[src/rtl/split_constraint_seq.sv]
// split_constraint_seq
//   Streams NUM_VARS variable beats (one per cycle over valid/ready), accumulates
//   them into a saturating sum and evaluates one selectable constraint on the
//   final sum. The verdict x is returned with a one-cycle done pulse.
//
//   Parameters
//     NUM_VARS  number of beats per evaluation (>= 1)
//     VAR_W     beat width
//     SUM_W     accumulator width (saturates at 2^SUM_W-1)
//     MODE      0: x = 1, 1: x = (sum <= LIMIT), 2: x = (sum >= LIMIT)
//     LIMIT     bound used by MODE 1/2
//
//   Ports
//     clk       clock, rising edge
//     rst       synchronous active-high reset
//     start     begin an evaluation (only honoured in IDLE)
//     in_valid  beat valid
//     in_ready  block accepts a beat this cycle (high only in COLLECT)
//     in_data   beat value
//     in_last   sequencer marks the final beat
//     busy      high in COLLECT and EVAL
//     done      one-cycle pulse, x is valid
//     x         verdict, held until the next accepted start
//     err       sticky protocol error, cleared by the next accepted start
//
//   Handshake: a beat transfers on a rising edge where in_valid and in_ready
//   are both high. in_ready depends only on state, never on in_valid, so the
//   sender may hold in_valid high for any number of cycles.
module split_constraint_seq #(
    parameter int             NUM_VARS = 150,
    parameter int             VAR_W    = 16,
    parameter int             SUM_W    = 24,
    parameter int             MODE     = 0,
    parameter logic [SUM_W-1:0] LIMIT  = '0
) (
    input  logic             clk,
    input  logic             rst,
    input  logic             start,
    input  logic             in_valid,
    output logic             in_ready,
    input  logic [VAR_W-1:0] in_data,
    input  logic             in_last,
    output logic             busy,
    output logic             done,
    output logic             x,
    output logic             err
);

    localparam int CNT_W = $clog2(NUM_VARS + 1);
    localparam int EXT_W = ((SUM_W > VAR_W) ? SUM_W : VAR_W) + 1;
    localparam logic [CNT_W-1:0] LAST_CNT = CNT_W'(NUM_VARS - 1);
    localparam logic [SUM_W-1:0] SUM_MAX  = '1;

    typedef enum logic [1:0] {
        IDLE    = 2'd0,
        COLLECT = 2'd1,
        EVAL    = 2'd2
    } state_t;

    // state is kept as a named enum signal so checkers can bind to it.
    state_t           state;
    state_t           state_next;
    logic [SUM_W-1:0] sum;
    logic [CNT_W-1:0] cnt;

    logic             accept;
    logic             final_beat;
    logic             err_set;
    logic             verdict;
    logic [EXT_W-1:0] sum_ext;
    logic [SUM_W-1:0] sum_sat;

    // Widen before adding so the carry out is visible; clamp instead of wrap.
    always_comb begin
        sum_ext = EXT_W'(sum) + EXT_W'(in_data);
        if (sum_ext > EXT_W'(SUM_MAX)) begin
            sum_sat = SUM_MAX;
        end else begin
            sum_sat = sum_ext[SUM_W-1:0];
        end
    end

    // Verdict is computed in EVAL from the already-registered final sum and
    // error flag; an error always forces a negative verdict.
    always_comb begin
        verdict = 1'b1;
        case (MODE)
            1:       verdict = (sum <= LIMIT);
            2:       verdict = (sum >= LIMIT);
            default: verdict = 1'b1;
        endcase
        if (err) begin
            verdict = 1'b0;
        end
    end

    always_comb begin
        state_next = state;
        in_ready   = 1'b0;
        busy       = 1'b0;
        accept     = 1'b0;
        final_beat = 1'b0;
        err_set    = 1'b0;
        case (state)
            IDLE: begin
                if (start) begin
                    state_next = COLLECT;
                end
            end
            COLLECT: begin
                in_ready = 1'b1;
                busy     = 1'b1;
                accept   = in_valid;
                if (accept) begin
                    if (cnt == LAST_CNT) begin
                        // Count reached: a missing in_last is a protocol error.
                        final_beat = 1'b1;
                        err_set    = ~in_last;
                    end else if (in_last) begin
                        // Sequencer terminated early.
                        final_beat = 1'b1;
                        err_set    = 1'b1;
                    end
                end
                if (final_beat) begin
                    state_next = EVAL;
                end
            end
            EVAL: begin
                busy       = 1'b1;
                state_next = IDLE;
            end
            default: begin
                state_next = IDLE;
            end
        endcase
    end

    always_ff @(posedge clk) begin
        if (rst) begin
            state <= IDLE;
            sum   <= '0;
            cnt   <= '0;
            err   <= 1'b0;
            x     <= 1'b0;
            done  <= 1'b0;
        end else begin
            state <= state_next;
            done  <= 1'b0;
            case (state)
                IDLE: begin
                    if (start) begin
                        sum <= '0;
                        cnt <= '0;
                        err <= 1'b0;
                        x   <= 1'b0;
                    end
                end
                COLLECT: begin
                    if (accept) begin
                        sum <= sum_sat;
                        cnt <= cnt + CNT_W'(1);
                        if (err_set) begin
                            err <= 1'b1;
                        end
                    end
                end
                EVAL: begin
                    done <= 1'b1;
                    x    <= verdict;
                end
                default: begin
                end
            endcase
        end
    end

endmodule

[config.mk]
export PLATFORM = sky130hd
export DESIGN_NAME = split_constraint_seq
export DESIGN_NICKNAME = d
export VERILOG_FILES = /design/src/rtl/split_constraint_seq.sv
export SDC_FILE = /design/constraint.sdc
export NUM_CORES = 1
export LEC_CHECK = 0
export CAP_MARGIN = 20
export CORE_MARGIN = 1
export CORE_UTILIZATION = 49
export CTS_BUF_LIST = sky130_fd_sc_hd__clkbuf_8
export DETAILED_ROUTE_END_ITERATION = 12
export PLACE_DENSITY = 0.84
export SLEW_MARGIN = 10
export SYNTH_ARGS = -nofsm -noshare
export SYNTH_HDL_FRONTEND = slang
export SYNTH_SLANG_ARGS = --single-unit
export TNS_END_PERCENT = 30
[constraint.sdc]
create_clock -name clk -period 4.1 [get_ports clk]
set_input_delay 0.41 -clock clk [delete_from_list [all_inputs] [get_ports clk]]
set_output_delay 0.41 -clock clk [all_outputs]
set_load 0.02 [all_outputs]
==> impl_metrics.toml <==
[worst_setup_path]
crit_path_start_kind = "flop"
crit_path_max_fanout = 8
crit_path_cell_trace = "ha_1 -> nand4b_1 -> or4b_2 -> ha_1 -> nand2b_1 -> nand2_1 -> a21oi_1 -> nor3_1"
cp_common_cell = "ha_1"
path_class = "reg2reg"
max_stage_delay_ps = 630
arrival_ps = 2320
cp_data_required_time_ps = 4260
slowest_stage = "or4b_2"
ff2ff_path_depth = 8
cp-end-kind = "flop"

[finish]
final_nets = 125
final-instance-count-excl-fill = 112
final_util_pct = 64.78
fin_area_um2 = 874.6
layout_common_cells = "nor2_1, dfxtp_1, clkdlybuf4s50_1"
syn_to_final_growth_pct = 18.27
drive_gt1_share_pct = 6.186
diodes = 0

[place]
port_buffers = 9
gp_congestion = 0.8134
placed_cells = 108
dpl.hpwl_um = 1039
preCtsSetupSlack_ps = 1947
place_area_um2 = 829.5

[die]
dieArea_um2 = 1668
dieWidth_um = 40.85
start_util_pct = 54.77
io_pins = 26
rows = 13
die_y_um = 40.85
fp.coreArea_um2 = 1350

[clocking]
path_clk_slew_ps = 50
cts_resized = 0
cts_max_path_buffers = 2
htree_levels = 1
clk_latency_ps = 240
cts_tree = "built"
post_cts.repair.setup_buffers = 0
clock-sinks = 13
cts_root_buf = "clkbuf_8"
ctsHoldBuffers = 0
numCtsBuffers = 3

[synthesis]
synth-edff-count = 0
ys_dominant_reg_cell = "dfxtp_1"
ys_seq_area_share_pct = 35.19
ys_ff_latch = 13
syn_inst = 87
yosysUniqueCellTypes = 30
ys_async_sr_fraction_pct = 0
synth_area_um2 = 739.5
yosys_warnings = 0
synth_area_per_cell_um2 = 8.500
syn_nets = 114

[routing]
initialDrtViolationCount = 19
dr.pass1.iters = 4
avgRoutedWirePerCell_um = 12.94
vias = 618
viasPerCell = 5.518
drcViolationCount = 0
ant_nets = 0
wirelength_um = 1449

[timing]
tns_ps = 0
timing.fmax_mhz = 460.9
min_period_ps = 2170
hold_viol = 0
setup_viol = 0
skew_ps = 5.353
max_slew_margin_pct = 54.82
finalCritPeriodShare_pct = 52.92
drv_slew = 0
worst_slack_ps = 1930
timing.hold.ws_ps = 502.2
rsz0062_at_grt = "false"
tightest_slew_ps = 676.3

[grt]
grt.overflow.total = 0
grt_util_all_layers_pct = 21.69
grt_start_max_net_pins = 12
grt_antenna_before_repair = 0
grt_pass1_vias = 538
grt_first_pass_wirelength_um = 2352

[power]
p_leak_nw = 0.3059
p_clk_share_pct = 36.1
p_per_area_nw_per_um2 = 342.9
peakVddDrop_v = 0.0002152
p_switching_mw = 0.07945
p_comb_share_pct = 19.7
p_int_mw = 0.2204
switching_share_pct = 26.50
p_seq_share_pct = 44.2
power_mw = 0.2999

[min_path]
min_path_cells = 2
hold_path.class = "reg2reg"

[job]
max_cap_violations = 0

[run_status]
status = "complete, no violations"
## final timing paths
check               from  endpoint  slack [ps]
setup / recovery  cnt[0]  state[0]        1930
hold / removal         x         x         500
setup reg to reg  cnt[0]  state[0]        1930
hold reg to reg        x         x         500
## cell type report
class | instances | area [um^2]
fillers | 114 | 475.5
clock inverters | 1 | 3.754
clock buffers | 3 | 41.29
well taps | 15 | 18.77
multi-input cells | 67 | 445.4
inverters | 4 | 15.01
flip-flops and latches | 13 | 260.3
repair buffers | 9 | 90.09
## layer usage
layer	wire length, um	track usage [%]
met3	60	9.783
met2	678	32.81
met1	697	27.91
met4	12	5.000
met5	0	0
## power by group through the flow
stage / Combinational (mW) / Clock (mW) / Sequential (mW)
finish: 0.0591 / 0.108 / 0.133
global route: 0.0644 / 0.119 / 0.133
CTS: 0.0590 / 0.111 / 0.132
detailed placement: 0.0585 / 0 / 0.135
global placement: 0.0573 / 0 / 0.135
floorplan: 0.0409 / 0 / 0.136
## state kept, by name (all words and copies together), names as in the netlist
signal / cells
cnt: 8
done: 1
err: 1
state: 2
x: 1
## cells by family (layout without fill, tap and decap cells)
family	after synthesis	in the layout	synth area share (%)
AOI/OAI and AO/OA	10	10	8.122
buffers and inverters	7	17	4.568
adders and majority gates	6	6	10.15
xor gates and xnor gates	5	5	5.922
DFF	13	13	35.19
muxes	2	2	3.215
and+or+nand+nor	44	44	32.83
## cell usage after synthesis, types with 2 or more instances
| cell | count | share of area (%) |
|---|---|---|
| inv_1 | 4 | 2.0 |
| a21oi_1 | 5 | 3.4 |
| nor3b_1 | 2 | 2.0 |
| or3_1 | 2 | 1.7 |
| o21ai_0 | 2 | 1.4 |
| clkbuf_1 | 2 | 1.0 |
| nand3_1 | 3 | 2.0 |
| xnor2_1 | 5 | 5.9 |
| nor2b_1 | 3 | 2.5 |
| nor4_1 | 2 | 1.7 |
| nand3b_1 | 2 | 2.0 |
| nor3_1 | 4 | 2.7 |
| nor2_1 | 13 | 6.6 |
| dfxtp_1 | 13 | 35 |
| nand2_1 | 4 | 2.0 |
| nand2b_1 | 2 | 1.7 |
| ha_1 | 6 | 10 |
## critical path: cells and delay by family (launching register included)
kind / cells / cell delay, ps
flip-flops: 1 / 470
AND/OR/NAND/NOR: 5 / 1130
adder cells (fa/ha/maj): 2 / 410
AO/OA/AOI/OAI: 1 / 70
(Power assumes the default switching activity.)
